===== src/rtl/delay_scheduler_pkg.sv =====
// Shared definitions for the delay scheduler: FSM encoding and timer constants.
package delay_scheduler_pkg;

    localparam int              TMR_W  = 4;
    localparam logic [TMR_W-1:0] TC_VAL = 4'd15;

    typedef enum logic [1:0] {
        S_IDLE  = 2'd0,
        S_LOAD  = 2'd1,
        S_COUNT = 2'd2,
        S_DONE  = 2'd3
    } state_t;

endpackage


===== src/rtl/delay_scheduler_tick_timer.sv =====
// tick_timer: 4-bit loadable up-counter shared by all requesters.
//   clk, rst_n : clock, async active-low reset (count -> 0)
//   load, val  : synchronous load of val (priority over en)
//   en         : increment by one, wrapping 15 -> 0
//   tc         : terminal count, combinational (count == 15)
module tick_timer
    import delay_scheduler_pkg::*;
(
    input  logic             clk,
    input  logic             rst_n,
    input  logic             load,
    input  logic [TMR_W-1:0] val,
    input  logic             en,
    output logic             tc
);

    logic [TMR_W-1:0] count;

    always_ff @(posedge clk or negedge rst_n) begin
        if (!rst_n)
            count <= '0;
        else if (load)
            count <= val;
        else if (en)
            count <= count + TMR_W'(1);
    end

    assign tc = (count == TC_VAL);

endmodule


===== src/rtl/delay_scheduler.sv =====
// delay_scheduler: round-robin arbiter handing one shared tick_timer to N_REQ
// requesters, each asking for a 4-bit delay. The winner's delay is latched at
// acceptance, the timer is preloaded with (15 - delay) and counted up to
// terminal count, then a one-cycle done pulse goes to the winner.
//   clk, rst_n : clock, async active-low reset
//   req        : level request per requester, held until done
//   delay      : 4-bit delay per requester, requester i at [4*i+3:4*i]
//   abort      : cancels the in-flight request (ignored in IDLE)
//   done       : one-hot completion pulse
//   busy       : high outside IDLE
//   gnt_valid  : a request is owned (LOAD, COUNT, DONE)
//   gnt_id     : owning requester, 0 when not valid
module delay_scheduler
    import delay_scheduler_pkg::*;
#(
    parameter int N_REQ = 4,
    parameter int ID_W  = 2
) (
    input  logic               clk,
    input  logic               rst_n,
    input  logic [N_REQ-1:0]   req,
    input  logic [4*N_REQ-1:0] delay,
    input  logic               abort,
    output logic [N_REQ-1:0]   done,
    output logic               busy,
    output logic               gnt_valid,
    output logic [ID_W-1:0]    gnt_id
);

    state_t           state, nxt;
    logic [ID_W-1:0]  rr_ptr, lat_id;
    logic [TMR_W-1:0] lat_dly;
    logic             win_found;
    logic [ID_W-1:0]  win_id;
    logic             tmr_load, tmr_en, tc;

    // First set request scanning upward from the pointer, wrapping mod N_REQ.
    function automatic logic [ID_W:0] rr_pick(input logic [N_REQ-1:0] r,
                                              input logic [ID_W-1:0]  p);
        logic [ID_W:0] res;
        int            j;
        res = '0;
        for (int i = 0; i < N_REQ; i++) begin
            j = (int'(p) + i) % N_REQ;
            if (!res[ID_W] && r[j])
                res = {1'b1, ID_W'(j)};
        end
        return res;
    endfunction

    assign {win_found, win_id} = rr_pick(req, rr_ptr);

    always_comb begin
        nxt = state;
        case (state)
            S_IDLE:  if (win_found) nxt = S_LOAD;
            S_LOAD:  nxt = abort ? S_IDLE : S_COUNT;
            S_COUNT: if (abort)   nxt = S_IDLE;
                     else if (tc) nxt = S_DONE;
            S_DONE:  nxt = S_IDLE;
            default: nxt = S_IDLE;
        endcase
    end

    always_ff @(posedge clk or negedge rst_n) begin
        if (!rst_n) begin
            state   <= S_IDLE;
            rr_ptr  <= '0;
            lat_id  <= '0;
            lat_dly <= '0;
        end else begin
            state <= nxt;
            if (state == S_IDLE && win_found) begin
                lat_id  <= win_id;
                lat_dly <= delay[4*int'(win_id) +: 4];
            end
            // An aborted completion leaves the pointer where it was.
            if (state == S_DONE && !abort)
                rr_ptr <= (lat_id == ID_W'(N_REQ-1)) ? '0 : lat_id + ID_W'(1);
        end
    end

    // en drops at tc so the timer parks on 15 in DONE instead of wrapping;
    // abort freezes it as well.
    assign tmr_load = (state == S_LOAD)  && !abort;
    assign tmr_en   = (state == S_COUNT) && !tc && !abort;

    tick_timer u_tmr (
        .clk   (clk),
        .rst_n (rst_n),
        .load  (tmr_load),
        .val   (TC_VAL - lat_dly),
        .en    (tmr_en),
        .tc    (tc)
    );

    assign busy      = (state != S_IDLE);
    assign gnt_valid = busy;
    assign gnt_id    = gnt_valid ? lat_id : '0;

    // abort in the DONE cycle kills the pulse.
    for (genvar i = 0; i < N_REQ; i++) begin : g_done
        assign done[i] = (state == S_DONE) && !abort && (lat_id == ID_W'(i));
    end

endmodule


===== config.mk =====
export PLATFORM = sky130hd
export DESIGN_NAME = delay_scheduler
export DESIGN_NICKNAME = d
export VERILOG_FILES = /design/src/rtl/delay_scheduler_pkg.sv /design/src/rtl/delay_scheduler_tick_timer.sv /design/src/rtl/delay_scheduler.sv
export SDC_FILE = /design/constraint.sdc
export NUM_CORES = 1
export LEC_CHECK = 0
export CORE_MARGIN = 4
export CORE_UTILIZATION = 46
export DETAILED_ROUTE_END_ITERATION = 6
export PLACE_DENSITY = 0.79
export SETUP_SLACK_MARGIN = 0.1
export SLEW_MARGIN = 20
export SYNTH_ARGS = -nofsm -noshare
export SYNTH_HDL_FRONTEND = slang
export SYNTH_SLANG_ARGS = --single-unit
export TNS_END_PERCENT = 5

===== constraint.sdc =====
create_clock -name clk -period 2.95 [get_ports clk]
set_input_delay 0.7375 -clock clk [delete_from_list [all_inputs] [get_ports clk]]
set_output_delay 0.7375 -clock clk [all_outputs]
set_load 0.02 [all_outputs]

# ---- Yosys cells after proc, flatten, opt, wreduce, memory -nomap -nowiden
# Cells that the tools add are included.
# Widths: inputs -> output; s select.
dict set report word_totals {
  in_bits 23
  ff_bits 14
}
dict set report op_classes {
  bitwise 3
  order_cmp 4
  n_eq_ne 9
  add_sub_neg 6
  n_shift 1
  mux 24
  reduce_logical 25
}
# op count
set ops {}
lappend ops {{$shiftx 16x5->4} 1}
lappend ops {{$logic_and 1x1->1} 12}
lappend ops {{$lt 3x4->1 const B} 3}
lappend ops {{$mux 2} 6}
lappend ops {{$mux 3} 4}
lappend ops {{$bmux 1 s2} 4}
lappend ops {{$eq 2x2->1 const B} 4}
lappend ops {{$mux 4} 2}
lappend ops {{$pmux 2 s4} 1}
lappend ops {{$mux 1} 7}
lappend ops {{$reduce_or 2->1} 3}
lappend ops {{$logic_not 1->1} 5}
lappend ops {{$add 2x1->2 const B} 2}
lappend ops {{$add 2x2->2 const B} 2}
lappend ops {{$add 4x1->4 const B} 1}
lappend ops {{$eq 2x1->1 const B} 2}
lappend ops {{$eq 4x4->1 const B} 1}
lappend ops {{$logic_not 2->1} 2}
lappend ops {{$reduce_bool 2->1} 2}
lappend ops {{$sub 4x4->4 const A} 1}
lappend ops {{$and 1x1->1 const A} 3}
lappend ops {{$lt 2x3->1 const B} 1}
lappend ops {{$ne 3x3->1 const B} 1}
lappend ops {{$ne 2x2->1 const B} 1}
lappend ops {{$reduce_and 2->1} 1}

# ---- Logic depth before layout (Yosys ltp)
# Gate-level depths: netlist of the first run.
dict set report depth {
  word_depth 16
  mapped_depth 5
  depth_no_buf 5
}

# ---- Hierarchy
# A second synthesis of the first run with hierarchy kept.
dict set report unflattened {
  cells_unflattened 105
  area_unflattened_um2 1007.2
}
# module cells_per_inst seq_area_each_um2 instances area_each_um2
set by_module_without_submodules {}
lappend by_module_without_submodules {delay_scheduler 86 250.2 1 798.3}
lappend by_module_without_submodules {tick_timer 19 100.1 1 209.0}

# ---- Least setup slack after synthesis of the first run
# No wires, ideal clock.
dict set report synth_timing {
  path_type {input to output}
  startpoint {in abort}
  endpoint {out done[0]}
  path_buffers 1
  t_required_ps 2213
  slack_ps 868
  stages 3
  arrival_time_ps 1345
  path_cell_list {and3b_1 -> clkbuf_1 -> and2_1}
}
dict set report synth_via {
  elab_chain_len 3
}
# item line_no
set synth_lines {}
lappend synth_lines {{start, declared} delay_scheduler.sv:23} ;# input logic abort,
lappend synth_lines {{$logic_not 1->1} delay_scheduler.sv:103} ;# assign done[i] = (state == S_DONE) && !abort && (lat_id == ID_W'(i));
lappend synth_lines {{$logic_and 1x1->1 (2 in series)} delay_scheduler.sv:103}
lappend synth_lines {{end, declared} delay_scheduler.sv:24} ;# output logic [N_REQ-1:0] done,
# Every way passes these cells.

# ---- Worst setup path after layout of the first run
# Same ends and word-level chain as after synthesis.

==> metrics, run 1 <==
clk sinks 14; Yosys cell types 34; RSZ-0062 raised after global routing no; pwr dens 848 nW/µm²; post-CTS sizing 1; crit start category input pin; Synth Area in XOR/XNOR 0.0178; Cells after Synth 102; largest net degree at the start of global routing 15; Initial Utilization 0.491; crit path max fanout 5; TNS Setup 0 ns; Layout area overhead 38.6%; worst endpoint required time 2.21 ns; vias in the first global route 890; I/O pin cnt 31; share of cells above drive strength 1 0.126; CP max-delay cell clkdlybuf4s50_1; Routed WL per cell 13.3 µm; total power 1.15 mW; Post-Syn Area per Cell 9.63 µm²; fin. max-slew vios 0; Peak VDD IR 457 µV; pre-CTS WS 0.0263 ns; most frequent cells in the layout clkdlybuf4s50_1, dfrtp_1, nand2_1; Total Routing Usage GR 0.177; flop2flop setup slack 1.36 ns; slew of the pin with the lowest slew margin 0.608 ns; Die ar. 2940 µm²; register area 350 µm²; Hold Path Sink u_tmr.count[1]; busiest grt layer met2; FF-to-FF End lat_dly[1]; Hold-fix buffers, CTS 0; final core occ 0.680; vias per cell 5.42; GRT overflow 0; commonest non-fill, non-tap cell in the layout clkdlybuf4s50_1; Setup Buffers After CTS 0; RR Startpoint rr_ptr[1]; Multi-input gate area 597 µm²; CTS H-tree lvls 1; status complete, no violations; class of the worst hold path flip-flop to flip-flop; Adder-Cell Fraction of Synth Area 0.0637; simple-gate area share of the yosys netlist 0.211; M3 GR Usage 0.0572; nets@finish 164; final setup violation count 0; Fin. Hold Viols 0; DP HPWL 1.79 mm; Netlist Area Pre-Place 982 µm²; Post-DP Area 1320 µm²; Die W 54.2 µm; minimum hold slack 0.504 ns; setup slack after layout 0.314 ns; hold-critical path depth 1; Seq/Total Area, Yosys 0.357; CTS tree built; cell area after layout 1360 µm²; Die H 54.2 µm; Core ar. 2000 µm²; placed insts 158; # DRC 0; via count 878; hold path startpoint lat_dly[1]; # fillers 171; met1 Usage GRT 0.211; final WL 2.15 mm; relative slew slack 0.594; antenna violations before repair 0; clk root buf clkbuf_4; main combinational cell family by area after synthesis compound AO/OA/AOI/OAI gates; Clock Skew 0.00221 ns; n_diodes 0; Clock Path Buffers 2; DRT iter0 DRCs 15; Fmax 0.379 GHz; DRT Pass-1 Iters 4; Final Cycle Share 0.894; mux contribution to synthesized area 0.0841; CTS clk-pin slew, worst paths 0.08 ns; compound-cell area share of the yosys netlist 0.231; clock latency at the later pin of the worst-skew pair 0.28 ns; # rows 16; Yosys Warn Count 0; max incr delay on CP 0.47 ns; crit path DAT 1.90 ns; Max Cap Violations 0; WS Path Type input pin to output pin; I/O Buffers 30; Net Count, Synth 130; CP cell instances clkdlybuf4s50_1 > and3b_1 > and2_1 > dlygate4sd2_1; GP Congestion 0.749; post-route ant nets 0; R2R depth 5; Inserted Clock Buffers 3; Leak 0.627 nW; met2 GRT Util 0.307; Layout Cells excl Fill 162; flops & latches, synth 14; Worst setup EP type output pin; Final min period 2.64 ns; first-pass GRT wire length 3.72 mm
-- worst max-delay path: cells and delay by family --
family	cells	cell delay, ns
AND/OR/NAND/NOR	2	0.38
buffers and inverters	2	0.78
-- power breakdown --
group          switching (mW)  internal (mW)
registers               0.105          0.288
clock network          0.0630         0.0751
logic                   0.311          0.312
-- per-layer routing --
layer	up-vias	share of wire
met3	2	0.073
met4	0	0.0033
met5	-	0
met1	411	0.44
met2	26	0.49
li1	439	-
-- cell usage after synthesis --
master | count | area [µm²]
a211o_1 | 3 | 26.3
a21o_1 | 1 | 7.51
a21oi_1 | 4 | 20.0
a21oi_2 | 1 | 8.76
a2bb2oi_1 | 1 | 8.76
a31oi_4 | 1 | 21.3
and2_1 | 5 | 31.3
and3b_1 | 1 | 8.76
buf_2 | 1 | 5.00
buf_4 | 1 | 7.51
clkbuf_1 | 2 | 7.51
dfrtp_1 | 14 | 350
ha_1 | 5 | 62.6
inv_1 | 4 | 15.0
mux2_2 | 2 | 22.5
mux2i_1 | 6 | 60.1
nand2_1 | 11 | 41.3
nand2b_1 | 3 | 18.8
nand3_1 | 3 | 15.0
nand3b_1 | 4 | 30.0
nor2_1 | 5 | 18.8
nor2_2 | 1 | 6.26
nor2_4 | 1 | 11.3
o211ai_1 | 6 | 45.0
o21ai_0 | 2 | 10.0
o21ai_1 | 3 | 15.0
o221ai_1 | 2 | 17.5
o22a_1 | 2 | 17.5
o22ai_2 | 1 | 12.5
o41ai_2 | 1 | 16.3
or2_2 | 1 | 6.26
or3b_1 | 1 | 8.76
or3b_4 | 1 | 11.3
xnor2_1 | 2 | 17.5
-- worst max-delay path by stage --
stage / startpoint / endpoint / slack, ns / cells past startpoint
finish: abort / done[0] / 0.31 / 4
floorplan: abort / done[0] / 0.87 / 3
global route: abort / done[0] / 0.25 / 4
CTS: abort / done[1] / 0.03 / 4
global placement: abort / done[0] / 0.07 / 4
detailed placement: abort / done[0] / 0.03 / 4
-- logic make-up after synthesis --
kind of cell / Yosys count
adder cells (fa/ha/maj): 5
AO/OA/AOI/OAI: 28
AND/OR/NAND/NOR: 37
XOR/XNOR: 2
flip-flops: 14
buffers and inverters: 8
multiplexers: 8
-- sequential cells by signal, summed over array words and instances, names as in the netlist --
| signal | cells |
|---|---|
| state | 2 |
| u_tmr.count | 4 |
| lat_id | 2 |
| rr_ptr | 2 |
| lat_dly | 4 |
-- cell type report --
type	instances	area share
clock buffers	4	0.0267
inverters	4	0.0110
multi-input cells	80	0.438
flip-flops and latches	14	0.257
well taps	27	0.0248
repair buffers	33	0.242
(Power assumes the default switching activity.)
==> run 2: changes to the inputs <==
- CAP_MARGIN: not set -> 20
==> results of run 2 <==
Same layout as run 1: the final DEF is identical, and so are final timing and power.
==> RTL change: new RTL, settings of run 1 <==
Set the parameter `ID_W` to 3 (it was 2).
--- a/src/rtl/delay_scheduler.sv
+++ b/src/rtl/delay_scheduler.sv
@@ -14,7 +14,7 @@
     import delay_scheduler_pkg::*;
 #(
     parameter int N_REQ = 4,
-    parameter int ID_W  = 2
+    parameter int ID_W  = 3
 ) (
     input  logic               clk,
     input  logic               rst_n,
Interface: changed (resized gnt_id); port bits go from 31 to 32. No check against the original RTL was run, so the function may have changed too.
==> RTL change against run 1 <==
- area after synthesis shrank 0.76%
- global-route usage up 0.14 points
- cell count grew 1.2%
- clock skew rose by 0.0016 ns
- non-clock buffer count unchanged
- design area down 1.1%
- hold slack improved by 0.018 ns
- critical path type unchanged
- wire length fell by 0.46%
- power is 1.7% lower
- sequential cell count unchanged
- worst setup slack lost 0.012 ns
==> RTL change: results (changes against run 1) <==
| Metric | Value |
|---|---|
| Peak supply drop | `0.457 mV (about the same)` |
| Crit path largest cell delay | `0.42 ns (-0.05 ns)` |
| Post-synth top cells | `dfrtp_1, nand2_1, mux2i_1, nor2_1, o211ai_1` |
| Seq/Total Area, Yosys | `0.359 (+0.00275)` |
| All-layer global routing usage | `0.178 (+0.00139)` |
| Mux cell area share after synthesis | `0.0847 (+0.000648)` |
| Mean post-synth cell area | `9.28 um2 (-3.6%)` |
| Synth Area in Compound Gates | `0.217 (-0.0136)` |
| Post-layout nets | `166 (+1.2%)` |
| Iter 0 DRT Violations | `22 (+7)` |
| Worst-margin pin slew | `0.609 ns (+0.00187 ns)` |
| Synth top area cells | `dfrtp_1, ha_1, mux2i_1` |
| Cell count after placement | `160 (+1.3%)` |
| Internal power | `0.000668 W (-1.0%)` |
| Leak | `0.629 nW (+0.36%)` |
| Post-Synth XOR/XNOR Area | `0.0180 (+0.000137)` |
| Vias/cell | `5.45 (+0.47%)` |
| Area share of fa/ha/maj cells after synthesis | `0.0642 (+0.000491)` |
| Routed wire length | `2.14 mm (-0.46%)` |
| Net Count, Synth | `133 (+2.3%)` |
| Vias in the first global route | `887 (-0.34%)` |
| Fraction of layout cells with a size suffix above 1 | `0.109 (-0.0164)` |
| Outcome | `finished clean` |
| Final Wtd Congestion | `0.746 (-0.36%)` |
| Post-DP HPWL | `1.76 mm (-1.5%)` |
| Critical Path Sink | `done[1]` |
| R2R cell count | `5 (unchanged)` |
RTL change: cell types whose count changed in the layout (fill, tap and decap cells not counted):
cell / before / now
conb_1: 0 / 1
or3b_4: 1 / 0
nor2_1: 5 / 6
nand2_1: 11 / 12
a31oi_4: 1 / 0
a31oi_1: 0 / 1
RTL change: repair_timing:
action	4_1_cts	5_1_grt
setup buffers	0	0
resized for setup	1	3
endpoints found under the setup margin	4	3
RTL change: worst min-delay path by stage:
stage	from	endpoint	slack [ns]	depth (start not counted)
2_1_floorplan	rst_n	lat_dly[0]	0.44	0
3_3_place_gp	lat_dly[1]	u_tmr.count[1]	0.49	1
3_5_place_dp	lat_dly[1]	lat_dly[1]	0.51	2
4_1_cts	lat_dly[0]	u_tmr.count[0]	0.53	1
5_1_grt	lat_dly[0]	u_tmr.count[0]	0.54	1
6_report	lat_dly[0]	u_tmr.count[0]	0.52	1
RTL change: cell type report:
| cell class | count | area (um2) |
|---|---|---|
| timing repair buffer | 33 | 329 |
| multi-input combinational | 82 | 582 |
| fill | 153 | 636 |
| tap | 27 | 33.8 |
| sequential | 14 | 350 |
| inverter | 4 | 15.0 |
| clock buffer | 4 | 36.3 |
RTL change: worst max-delay path: cells and delay by family:
family	cells	cell delay, ns
buf+inv	2	0.75
simple gates	2	0.43
RTL change: logic make-up (layout without fill, tap and decap cells):
family / Yosys count / after routing
buf+inv: 9 / 41
mux: 8 / 8
fa+ha+maj: 5 / 5
xor+xnor: 2 / 2
compound gates: 28 / 28
simple gates: 38 / 38
other cells: 1 / 1
flops: 14 / 14
RTL change: stage by stage:
| stage | total power [W] | util | hold slack [ns] | instance area [um2] | worst slack, ns |
|---|---|---|---|---|---|
| after floorplan | 0.000811 | - | 0.442 | 975 | 0.868 |
| after global placement | 0.000980 | 0.658 | 0.487 | 1300 | 0.0653 |
| after detailed placement | 0.00100 | 0.658 | 0.507 | 1300 | 0.0225 |
| after CTS | 0.00115 | 0.676 | 0.527 | 1340 | 0.0154 |
| after global routing | 0.00125 | 0.679 | 0.545 | 1350 | 0.224 |
| final | 0.00113 | 0.679 | 0.521 | 1350 | 0.302 |
RTL change: power groups by stage:
stage	Clock (W)	Sequential (W)	Combinational [W]
3_5_place_dp	0	0.000389	0.000614
4_1_cts	0.000144	0.000385	0.000617
5_1_grt	0.000155	0.000400	0.000695
2_1_floorplan	0	0.000362	0.000449
3_3_place_gp	0	0.000381	0.000599
6_report	0.000141	0.000385	0.000609
RTL change: per-layer routing:
layer,vias up,global-route usage,wire (um)
met3,4,0.0499,119
li1,444,-,-
met5,-,0,0
met1,421,0.206,942
met4,0,0.0498,17
met2,24,0.319,1060
